`src/rtl/zx_raster_gen.sv`:
```
// zx_raster_gen: raster timing generator (hc/vc, blank, sync, INT, flash) for four machine profiles.
// Define ZX_RASTER_INT_EN to add the programmable raster-line interrupt.
module zx_raster_gen #(
    parameter int HC_W     = 9,
    parameter int VC_W     = 9,
    parameter int INT_LEN  = 32,
    parameter int FLASH_W  = 5,
    parameter int C_HTOTAL = 448,
    parameter int C_VTOTAL = 312,
    parameter int C_HBS    = 312,
    parameter int C_HBE    = 416,
    parameter int C_HSS    = 336,
    parameter int C_HSE    = 368,
    parameter int C_VSS    = 240,
    parameter int C_VSE    = 244,
    parameter int C_INTV   = 248,
    parameter int C_INTH   = 2,
    parameter int RINT_HC  = 0
) (
    input  logic            clk_sys,
    input  logic            reset,
    input  logic            ce_7mp,
    input  logic            ce_7mn,
    input  logic [1:0]      mode,
    output logic [HC_W-1:0] hc,
    output logic [VC_W-1:0] vc,
    output logic            border,
    output logic            hblank,
    output logic            hsync,
    output logic            vsync,
    output logic            nINT,
    output logic            flash,
    output logic            frame_start,
    input  logic [VC_W-1:0] rint_line,
    input  logic            rint_en,
    input  logic            rint_ack,
    output logic            rint_pend
);
    // Profile order: Pentagon, ZX48, ZX128, custom
    localparam int HTOT[4] = '{448, 448, 456, C_HTOTAL};
    localparam int VTOT[4] = '{320, 312, 311, C_VTOTAL};
    localparam int HBS[4]  = '{312, 312, 312, C_HBS};
    localparam int HBE[4]  = '{420, 416, 424, C_HBE};
    localparam int HSS[4]  = '{338, 336, 340, C_HSS};
    localparam int HSE[4]  = '{370, 368, 372, C_HSE};
    localparam int VSS[4]  = '{248, 240, 240, C_VSS};
    localparam int VSE[4]  = '{256, 244, 244, C_VSE};
    localparam int INTV[4] = '{239, 248, 248, C_INTV};
    localparam int INTH[4] = '{324, 2, 6, C_INTH};

    logic [1:0]         prof;
    logic [HC_W-1:0]    htotal_m1, hbs, hbe, hss, hse, inth;
    logic [VC_W-1:0]    vtotal_m1, vss, vse, intv;
    logic               line_end, frame_end;
    logic [FLASH_W-1:0] flash_cnt;
    logic [7:0]         int_cnt;

    assign htotal_m1 = HC_W'(HTOT[prof] - 1);
    assign vtotal_m1 = VC_W'(VTOT[prof] - 1);
    assign hbs       = HC_W'(HBS[prof]);
    assign hbe       = HC_W'(HBE[prof]);
    assign hss       = HC_W'(HSS[prof]);
    assign hse       = HC_W'(HSE[prof]);
    assign vss       = VC_W'(VSS[prof]);
    assign vse       = VC_W'(VSE[prof]);
    assign intv      = VC_W'(INTV[prof]);
    assign inth      = HC_W'(INTH[prof]);

    assign line_end  = hc == htotal_m1;
    assign frame_end = line_end & (vc == vtotal_m1);
    assign border    = (vc >= VC_W'(192)) | (hc >= HC_W'(256));
    assign flash     = flash_cnt[FLASH_W-1];

    // The profile only changes at frame wrap, so the counters never exceed the new totals
    always_ff @(posedge clk_sys) begin
        if (reset) begin
            hc          <= '0;
            vc          <= '0;
            flash_cnt   <= '0;
            frame_start <= 1'b0;
            prof        <= mode;
        end else begin
            frame_start <= ce_7mp & frame_end;
            if (ce_7mp) begin
                hc <= line_end ? '0 : hc + 1'b1;
                if (line_end)
                    vc <= frame_end ? '0 : vc + 1'b1;
                if (frame_end) begin
                    flash_cnt <= flash_cnt + 1'b1;
                    prof      <= mode;
                end
            end
        end
    end

    // Strobes and INT sample the counters before any same-cycle ce_7mp update
    always_ff @(posedge clk_sys) begin
        if (reset) begin
            hblank  <= 1'b1;
            hsync   <= 1'b0;
            vsync   <= 1'b0;
            int_cnt <= '0;
        end else if (ce_7mn) begin
            hblank  <= (hc == hbs) | (hblank & (hc != hbe));
            hsync   <= (hc == hss) | (hsync & (hc != hse));
            vsync   <= (vc == vss) | (vsync & (vc != vse));
            int_cnt <= (int_cnt != '0) ? int_cnt - 1'b1 :
                       ((vc == intv) & (hc == inth)) ? 8'(INT_LEN) : 8'd0;
        end
    end

`ifdef ZX_RASTER_INT_EN
    logic rint_hit;
    assign rint_hit = ce_7mn & rint_en & (vc == rint_line) & (hc == HC_W'(RINT_HC));
    always_ff @(posedge clk_sys) begin
        if (reset)
            rint_pend <= 1'b0;
        else
            rint_pend <= rint_hit | (rint_pend & ~rint_ack);
    end
    assign nINT = ~((int_cnt != '0) | rint_pend);
`else
    logic unused_rint;
    assign unused_rint = ^{rint_line, rint_en, rint_ack};
    assign rint_pend   = 1'b0;
    assign nINT        = int_cnt == '0;
`endif
endmodule

```
`config.mk`:
```
export PLATFORM = sky130hd
export DESIGN_NAME = zx_raster_gen
export DESIGN_NICKNAME = d
export VERILOG_FILES = /design/src/rtl/zx_raster_gen.sv
export SDC_FILE = /design/constraint.sdc
export NUM_CORES = 1
export LEC_CHECK = 0
export BUFFER_PORTS_ARGS = -buffer_cell sky130_fd_sc_hd__buf_2
export CORE_AREA = 2 2 85 87
export CTS_CLUSTER_DIAMETER = 120
export DETAILED_ROUTE_END_ITERATION = 7
export DIE_AREA = 0 0 87 89
export GPL_TIMING_DRIVEN = 0
export PLACE_DENSITY = 0.56
export SLEW_MARGIN = 10
export SYNTH_ARGS = -nofsm -noshare
export SYNTH_HDL_FRONTEND = slang
export SYNTH_SLANG_ARGS = --single-unit
```
`constraint.sdc`:
```
create_clock -name clk_sys -period 2.2 [get_ports clk_sys]
set_input_delay 0.33 -clock clk_sys [delete_from_list [all_inputs] [get_ports clk_sys]]
set_output_delay 0.33 -clock clk_sys [all_outputs]
set_load 0.01 [all_outputs]
```
==> impl_results.md <==
* Placeable Area at 6719 µm²
* Root buffer cell: clkbuf_8
* Ant diodes at 0
* Worst Clk Skew at 0.003911 ns
* Maximum clock frequency at 472.9 MHz
* Type of the tightest min-delay check: in -> reg
* Hold buffers post-CTS at 0
* Fraction of synthesized cell area in xor and xnor cells at around 10%
* Share of synthesized area spent on multiplexers at 2.069%
* Routability cong. at 0.8563
* Die height at 89 µm
* Synth cell types at 52
* First-pass GRT wire length at a little under 8000 µm
* Number of standard cells in the final layout excluding fillers at 353
* Yosys reg bits at 37
* WL final at between 4000 and 5000 µm
* Antenna violations before repair at 0
* Most common cell after layout, fill and taps aside: dfxtp_1
* Die Span X at 87 µm
* Largest family of logic cells by synthesized area: simple AND/OR/NAND/NOR gates
* Area added between synthesis and finish at 20.00%
* Vias in the first global route at roughly 1.7k
* Overall fraction of global-route tracks in use at between 10 and 15%
* Tmin final at 2.115 ns
* Total number of vias at 1765
* Post-synthesis share of cell area spent on full adders, half adders and majority gates at ~4.4%
* Final Max Tran Viols at 0
* Layer with the highest usage: met2
* Compound-gate portion of the synthesized area at about an eighth
* Post-synth net total at 260
* Most used flip-flop cell after synthesis: dfxtp_1
* Total clock buffers created by CTS at 5
* Static leakage power at 0.8996 nW
* Port buffer count at 29
* Data arrival time of the critical path at approximately 2.1 ns
* Slowest library cell on the worst path: or4_1
* Simple-gate share of the synthesized area at between 20% and 30%
* Global routing usage on met1 at 16.05%
* Via density per instance at roughly 5.0
* Detailed Routing Iterations Pass 1 at 4
* Area of the mapped netlist at 1996 µm²
* FFs w/ async S/R, synth at 0%
* Global routing met3 resource utilization at approximately 3.5%
* Worst slew margin relative to its limit at 62.41%
* Nets at around 300
* Fraction of layout instances using a drive strength above 1 at 22.34%
* Worst endpoint required time at roughly 2.2 ns
* Unrepaired setup endpoints after global routing: false
* Maximum number of buffers from clock root to sink at 2
* # clock sinks at 37
* P per Cell Area at approximately 700 nW/µm²
* Number of synthesized flops with an enable pin at 2
* Average cell area after synthesis at about 8.5 µm²
* Top fanout value on the critical path at 11
* Top library cells by usage in the layout, fill and taps aside: dfxtp_1, buf_2, nor2_1
* GR met2 Demand/Resource at 21.72%
* Critical-path cell list: clkbuf_8 -> o21ai_0 -> nand4_1 -> or4_1 -> buf_2 -> o21bai_4 -> buf_12
* Pin count of the biggest net entering global routing at 12
* Post-DP HPWL at 3432 µm
* Share of the clock period used by the worst path after layout at 96.12%
* Power, Total at 1.671 mW
* Yosys warnings at 0
* Initial Utilization at between 20% and 30%
* Max-capacitance violation count at 0
* Final number of hold-violating endpoints at 0
* Path type of the worst setup path: reg -> reg
* WL/cell at 13.25 µm
* DRT antenna net count at 0
* Post-detailed-route DRC marker count at 0
* Worst vdd ir at 0.0002194 V
* Setup Viol. Count Final at 0
* Die ar. at a little under 8000 µm²
* Iter 0 DRT Violations at 74
* Critical Path Max Stage Delay at just over 0.5 ns
* Endpoint type of the worst setup path: flop
* Transition at the pin with the smallest max-transition slack at 0.5592 ns
* CP Launch Type: flop
* H-tree level count at 2
* Floorplan row count at 30
* Result of the run: finished clean
* Skew-Pair Late Insertion Delay at 0.29 ns
* Number of instances in the synthesized netlist at 236
* CTS tree: done
* Placed cell count at 345
* Clock transition time at the flip-flop clock pins of the worst setup and hold paths at 0.07 ns
* Top-Level Pins at 43
* Aggregate global routing overflow at 0
* Final core utilization at a little over a third
* Part of the Yosys area used for sequential elements at 38.12%
[state kept, by name, indices dropped and copies added, names as in the netlist]
signal       cells
hc               9
frame_start      1
flash_cnt        5
hsync            1
int_cnt          8
vsync            1
vc               9
hblank           1
prof             2
[worst max-delay path, delay by kind of cell, from the launching register on]
kind,cells,cell delay (ns)
and+or+nand+nor,2,0.64
DFF,1,0.38
buffers and inverters,3,0.51
AOI/OAI and AO/OA,2,0.31
[where the power goes]
part           switching, mW  leakage, nW  total [mW]  internal, mW
Combinational          0.206        0.552       0.383         0.176
Sequential            0.0630        0.303       0.808         0.745
Clock                  0.232       0.0443       0.480         0.248
Total                  0.501        0.900        1.67          1.17
[synth_stat cells, types with 2 or more instances]
| cell | number | area (µm²) |
|---|---|---|
| a21oi_1 | 11 | 55.05 |
| clkbuf_1 | 6 | 22.52 |
| nor3_1 | 6 | 30.03 |
| dfxtp_1 | 35 | 700.7 |
| xnor2_1 | 14 | 122.6 |
| nand3_1 | 11 | 55.05 |
| inv_1 | 8 | 30.03 |
| nor2b_1 | 3 | 18.77 |
| edfxtp_1 | 2 | 60.06 |
| o41ai_1 | 5 | 43.79 |
| nor4_1 | 8 | 50.05 |
| mux2i_1 | 3 | 30.03 |
| and3_1 | 2 | 12.51 |
| xor2_1 | 9 | 78.83 |
| or3_1 | 5 | 31.28 |
| nand2_1 | 17 | 63.81 |
| ha_1 | 7 | 87.58 |
| nand4_1 | 7 | 43.79 |
| buf_2 | 4 | 20.02 |
| nor2_1 | 32 | 120.1 |
| nand4b_1 | 2 | 17.52 |
| o21ai_0 | 9 | 45.04 |
[kinds of logic (layout without fill, tap and decap cells)]
| family | Yosys count | count (layout) |
|---|---|---|
| buffers and inverters | 21 | 58 |
| XOR/XNOR | 23 | 23 |
| AO/OA/AOI/OAI | 36 | 36 |
| other | 1 | 1 |
| adder cells (fa/ha/maj) | 7 | 7 |
| flip-flops | 37 | 37 |
| multiplexers | 4 | 4 |
| AND/OR/NAND/NOR | 107 | 107 |
[metrics by stage]
stage | cell area [µm²] | hold slack (ns) | TNS [ns] | worst slack [ns]
floorplan | 1996 | 0.4289 | 0 | 0.1216
global placement | 2241 | 0.4607 | -1.021 | -0.2001
detailed placement | 2241 | 0.4763 | -1.710 | -0.2263
CTS | 2342 | 0.2004 | 0 | 0.01582
global route | 2395 | 0.2030 | 0 | 0.01885
finish | 2395 | 0.2091 | 0 | 0.08526
[repair_timing]
item | in CTS | in global routing
gates resized for setup | 2 | 6
endpoints found under the setup margin | 19 | 23
setup buffers | 0 | 3
pin swaps | 0 | 2
[per-layer routing]
| layer | part of all wire (%) | up-vias |
|---|---|---|
| met2 | 48 | 27 |
| met5 | 0 | - |
| met3 | 3.9 | 8 |
| li1 | - | 902 |
| met4 | 1.6 | 0 |
| met1 | 47 | 828 |
[layout make-up]
cell class                      count  area (µm²)
Buffer                             11       68.82
Clock buffer                        7       86.33
Fill cell                         701        4324
Inverter                            8       30.03
Multi-Input combinational cell    178        1169
Sequential cell                    37       760.7
Tap cell                           80       100.1
Timing Repair Buffer               32       180.2
[worst paths after layout]
check / start / end / slack, ns / depth (start not counted)
worst max-delay path: prof[0]$_DFFE_PP_ / prof[0]$_DFFE_PP_ / 0.09 / 7
worst min-delay path: mode[1] / prof[1]$_DFFE_PP_ / 0.21 / 1
worst max register to register: prof[0]$_DFFE_PP_ / prof[0]$_DFFE_PP_ / 0.09 / 7
worst min register to register: flash_cnt[4]$_SDFFE_PP0P_ / flash_cnt[4]$_SDFFE_PP0P_ / 0.47 / 2
Note: power is estimated with default switching activity, not from simulation.
